## config.mk

```make
export PLATFORM = sky130hd
export DESIGN_NAME = serial_add_seq
export DESIGN_NICKNAME = d
export VERILOG_FILES = /design/src/rtl/serial_add_seq.sv
export SDC_FILE = /design/constraint.sdc
export NUM_CORES = 1
export LEC_CHECK = 0
export ABC_AREA = 1
export BUFFER_PORTS_ARGS = -buffer_cell sky130_fd_sc_hd__buf_4
export CAP_MARGIN = 20
export CORE_MARGIN = 3
export CORE_UTILIZATION = 54
export CTS_CLUSTER_SIZE = 8
export DETAILED_ROUTE_END_ITERATION = 12
export PLACE_DENSITY = 0.77
export SYNTH_ARGS = -nofsm -noshare
export SYNTH_HDL_FRONTEND = slang
export SYNTH_SLANG_ARGS = --single-unit
```

## constraint.sdc

```tcl
create_clock -name clk -period 1.5 [get_ports clk]
set_input_delay 0.225 -clock clk [delete_from_list [all_inputs] [get_ports clk]]
set_output_delay 0.225 -clock clk [all_outputs]
set_load 0.02 [all_outputs]
```

## src/rtl/serial_add_seq.sv

```systemverilog
// Bit-serial WIDTH-bit adder: one full-adder cell, LSB-first, registered carry.
// Result and carry out update only on the completion edge, with a one-cycle done pulse.
module serial_add_seq #(
  parameter int WIDTH = 8
) (
  input  logic             clk,
  input  logic             rst_n,
  input  logic             start,
  input  logic [WIDTH-1:0] a,
  input  logic [WIDTH-1:0] b,
  output logic             busy,
  output logic             done,
  output logic [WIDTH-1:0] sum,
  output logic             cout
);

  localparam int CW = $clog2(WIDTH + 1);
  localparam logic [CW-1:0] LAST = CW'(WIDTH - 1);

  typedef enum logic [1:0] {
    IDLE,
    SHIFT,
    DONE
  } state_e;

  state_e           state_q, state_d;
  logic [WIDTH-1:0] a_sr_q, a_sr_d;
  logic [WIDTH-1:0] b_sr_q, b_sr_d;
  logic [WIDTH-1:0] sum_sr_q, sum_sr_d;
  logic [WIDTH-1:0] sum_q, sum_d;
  logic [CW-1:0]    cnt_q, cnt_d;
  logic             c_q, c_d;
  logic             cout_q, cout_d;

  logic ha1_s, ha1_c;
  logic ha2_s, ha2_c;
  logic c_nxt;
  logic [WIDTH-1:0] sum_sr_nxt;

  // Two half adders plus an OR form the full-adder bit cell.
  always_comb begin
    ha1_s      = a_sr_q[0] ^ b_sr_q[0];
    ha1_c      = a_sr_q[0] & b_sr_q[0];
    ha2_s      = ha1_s ^ c_q;
    ha2_c      = ha1_s & c_q;
    c_nxt      = ha1_c | ha2_c;
    sum_sr_nxt = {ha2_s, sum_sr_q[WIDTH-1:1]};
  end

  always_comb begin
    state_d  = state_q;
    a_sr_d   = a_sr_q;
    b_sr_d   = b_sr_q;
    sum_sr_d = sum_sr_q;
    sum_d    = sum_q;
    cnt_d    = cnt_q;
    c_d      = c_q;
    cout_d   = cout_q;
    unique case (state_q)
      IDLE, DONE: begin
        if (start) begin
          state_d  = SHIFT;
          a_sr_d   = a;
          b_sr_d   = b;
          sum_sr_d = '0;
          cnt_d    = '0;
          c_d      = 1'b0;
        end else begin
          state_d = IDLE;
        end
      end
      SHIFT: begin
        a_sr_d   = {1'b0, a_sr_q[WIDTH-1:1]};
        b_sr_d   = {1'b0, b_sr_q[WIDTH-1:1]};
        sum_sr_d = sum_sr_nxt;
        c_d      = c_nxt;
        cnt_d    = cnt_q + CW'(1);
        if (cnt_q == LAST) begin
          sum_d   = sum_sr_nxt;
          cout_d  = c_nxt;
          state_d = DONE;
        end
      end
      default: state_d = IDLE;
    endcase
  end

  always_ff @(posedge clk) begin
    if (!rst_n) begin
      state_q  <= IDLE;
      a_sr_q   <= '0;
      b_sr_q   <= '0;
      sum_sr_q <= '0;
      sum_q    <= '0;
      cnt_q    <= '0;
      c_q      <= 1'b0;
      cout_q   <= 1'b0;
    end else begin
      state_q  <= state_d;
      a_sr_q   <= a_sr_d;
      b_sr_q   <= b_sr_d;
      sum_sr_q <= sum_sr_d;
      sum_q    <= sum_d;
      cnt_q    <= cnt_d;
      c_q      <= c_d;
      cout_q   <= cout_d;
    end
  end

  assign busy = (state_q == SHIFT);
  assign done = (state_q == DONE);
  assign sum  = sum_q;
  assign cout = cout_q;

endmodule

```

==> results.txt <==
The flow ran to the end, and the final reports show no timing, DRC or antenna violations. Of the cells placed in the final design, the portion with a size suffix greater than 1 is 19.9%. The setup-violating endpoint count in the final report is 0.

STA classifies the critical path endpoint as an output pin. The fraction of synthesized cell area taken by the top area cell type is 44.3%. The final setup slack of the worst path came out at 0.0694 ns. The H-tree was split into 2 levels. In this run the deepest clock path goes through 2 buffers. The power per standard cell area came out at 1010 mW/mm^2.

The total leakage power came out at 0.902 nW. The multiplexer share of the synthesized area came out at 0%. For this design, the slowest cell found on the critical path is dfxtp_2. The I/O pin total is 30. The count of flip-flops with a built-in enable after synthesis came out at 0. The critical path in this run is classified as register to output pin. The number of nets in the synthesized netlist came out at 259. The die footprint is 0.00398 mm^2. TritonCTS built the clock tree. The most used flip-flop cell after synthesis is dfxtp_1. The biggest area contributor in the post-synthesis netlist is dfxtp_1. The relative slew slack came out at 81.2%. The number of antenna violations at the first check in global routing was 0. The total global routing track utilization came out at 20.5%. The die outline height is 63.1 um. The area fraction in and, or, nand and nor cells after synthesis is 34.5%. The total of warnings raised by yosys came out at 0. The maximum clock rate is 699 MHz. In this run the most critical hold path is launched from b[7]. The worst hold path stage count is 3. The tree is rooted in a clkbuf_4. The max-cap check violation count came out at 0. By area the synthesized netlist is led by dfxtp_1 (44%), nand3_1 (21%), nand2_1 (8.5%). Along the worst path, the maximum fanout reaches 15. The number of unique standard cell types used by synthesis is 19. After synthesis, the largest family of logic cells by area is simple AND/OR/NAND/NOR gates. After detailed placement, the design holds a cell count of 301. The flop-to-flop setup slack is 0.20 ns. Setup repair after global routing left no endpoint under its margin. The proportion of synthesized chip area in sequential cells is 44.3%.

At the end of routability-driven placement, the weighted congestion stood at 0.834. The share of the core filled with cells came out at 67.3%. Summing the areas of all compound-gate instances in the mapped netlist gives 8.53% of the synthesized area.

The gate count of the mapped netlist is 238. At the end of the flow, the number of nets in the layout was 286. The design draws 0.00209 W. The signal on the critical path passes through inv_2, buf_4, nor2_1, buf_4. The commonest cells after synthesis are nand3_1 (74), nand2_1 (40), dfxtp_1 (39), a21oi_1 (28), inv_1 (18). Sequential cells burn 52.6% of the power. At the placement stage, the worst setup path has a slack of 0.222 ns. The iteration-0 DRC count of the detailed router is 124.

Among all cell types in the netlist, the one instantiated most often is nand3_1. Combinational logic burns 12.1% of the power. The final worst clock skew is 0.0124 ns. The synthesized design contains 39 register bits. The synthesized netlist devotes 0% of its cell area to XOR and XNOR gates. The area of the mapped netlist came out at 0.00176 mm^2. The data arrival time of the worst path came out at 1.21 ns. The hold-fix buffer count after cts is 0. The effective utilization at floorplan is 57.2%.

IR analysis of the VDD net gives a maximum drop of 586 uV. The average instance area after synthesis is 7.40 um^2. The min-delay analysis places its worst path in the category primary input to register. The clock latency of the later-clocked register in the worst-skew pair came out at 0.35 ns.

The total wire length after detailed routing came out at 3710 um. The worst register-to-register path begins at cnt_q[0]. The endpoint with the worst hold slack is b_sr_q[7]. The worst path needs 1.43 ns of the cycle, external delays included. The number of global-route vias before repair is 1523. The fill cell instance count of the final layout is 288.

The number of hold-slack violations in the final timing report was 0. The first-pass GRT wire length came out at 6600 um. The detailed-route DRC error count came out at 0. The portion of the clock cycle consumed by the worst path in the final layout is 95.4%.

Clock-pin slew was measured on the worst setup and hold paths at 0.11 ns. The internal power summed over all cells is 0.00157 W. The maximum number of pins on one net before global-route repair came out at 29. The total congestion overflow came out at 0.

The data required time at the worst endpoint is 1.27 ns. The number of inserted diodes came out at 0. The depth of the worst register-to-register path came out at 6. The growth of design area from synthesis to finish is 17.6%. The fraction of power spent switching nets came out at 24.9%. The count of nets left with antenna violations after detail routing is 0. The transition time of the tightest slew-check pin came out at 0.282 ns. The number of optimization iterations in the first detailed-route pass came out at 4.

The kind of start point of the critical path is a register. The cell row count came out at 20. The via total after detailed routing came out at 1631. In the final timing run, aggregate negative setup slack is 0 ns. The sum of net half-perimeters after detailed placement came out at 2550 um. After Yosys synthesis, full adders, half adders and majority gates account for 1.85% of the synthesized area.

The clock network fraction of design power came out at 35.4%. The final routed wire length divided by cell count came out at 12.0 um. The count of clock tree sinks is 39. The width of the die came out at 63.1 um.

Counting flops with an async set or reset pin after synthesis yields a share of 0%. The delay of the slowest critical-path stage is 0.38 ns. The post-route non-filler standard cell count came out at 310. In this run the standard cell core region covers 0.00308 mm^2. Summed over all nets, the switching power comes to 0.000521 W. The number of max-slew violations in the final report came out at 0. The number of clock buffers added by TritonCTS is 5.

The capture point of the worst reg-to-reg path is sum[5]. Among the stages of the critical path, the cell type that occurs most often is buf_4. The number of port buffers came out at 29. The per-cell via count in the routed design came out at 5.26.
cells by family (layout without fill, tap and decap cells):
logic type,count (synthesis),after routing
fa+ha+maj,2,2
buf+inv,37,65
compound gates,30,30
flops,39,39
simple gates,130,130
layer usage:
metal / up-vias / routed length [um] / GRT usage, %
li1: 848 / - / -
met1: 738 / 1710 / 26.6
met2: 39 / 1770 / 33.3
met3: 6 / 190 / 5.70
met4: 0 / 40 / 5.79
met5: - / 0 / 0
cell usage in the layout, fill, tap and decap left out:
master     instances
nor2_1            11
nor2_4             2
buf_6              1
inv_4              1
nand2_1           40
dfxtp_1           37
nand2_2            2
o21ai_0            2
inv_1             18
inv_2              1
clkbuf_8           1
nand3_1           74
dfxtp_2            2
bufinv_16          1
ha_1               1
nand2_4            1
fa_1               1
clkinv_2           1
clkinv_1           1
buf_4             35
a21oi_1           28
clkbuf_4           5
state kept, by name (all words and copies together), names as in the netlist:
name	count
a_sr_q	8
b_sr_q	8
cnt_q	4
state_q	2
cout	1
c_q	1
sum	8
sum_sr_q	7
stage by stage:
stage / instance area, um^2 / hold WS (ns)
floorplan: 1760 / 0.372
global placement: 1970 / 0.462
detailed placement: 1970 / 0.465
CTS: 2070 / 0.129
global route: 2070 / 0.134
finish: 2070 / 0.138
worst max-delay path, delay by kind of cell, from the launching register on:
family	cells	cell delay (ns)
buf+inv	3	0.39
flops	1	0.38
simple gates	1	0.10
how the worst max path moves through the flow:
stage	from	endpoint	slack, ns	depth (start not counted)
6_report	state_q[1]	done	0.07	4
5_1_grt	state_q[1]	done	0.01	4
4_1_cts	state_q[0]	done	0.01	3
3_5_place_dp	cnt_q[0]	sum[5]	0.22	6
3_3_place_gp	cnt_q[0]	sum[1]	0.26	6
2_1_floorplan	state_q[1]	done	0.37	3
power groups by stage:
stage               Combinational (W)  Sequential (W)  Clock (W)
floorplan                    0.000193         0.00111          0
global placement             0.000243         0.00112          0
detailed placement           0.000246         0.00112          0
CTS                          0.000251         0.00110   0.000754
global route                 0.000288         0.00111   0.000801
finish                       0.000252         0.00110   0.000740
timing repair:
action                                  CTS  global route
endpoints found under the hold margin     0             0
gates cloned                              0             0
endpoints found under the setup margin    2             1
resized for setup                         1             2
pin swaps                                 1             0
buffers inserted                          1             0
layout make-up:
type	instances	area (um^2)	share of cell area (%)
clock buffers	6	51.3	2.48
clock inverters	2	35.0	1.69
inverters	21	81.3	3.93
multi-input cells	162	791	38.2
flip-flops and latches	39	783	37.8
well taps	44	55.1	2.66
repair buffers	36	274	13.2
(Power assumes the default switching activity.)
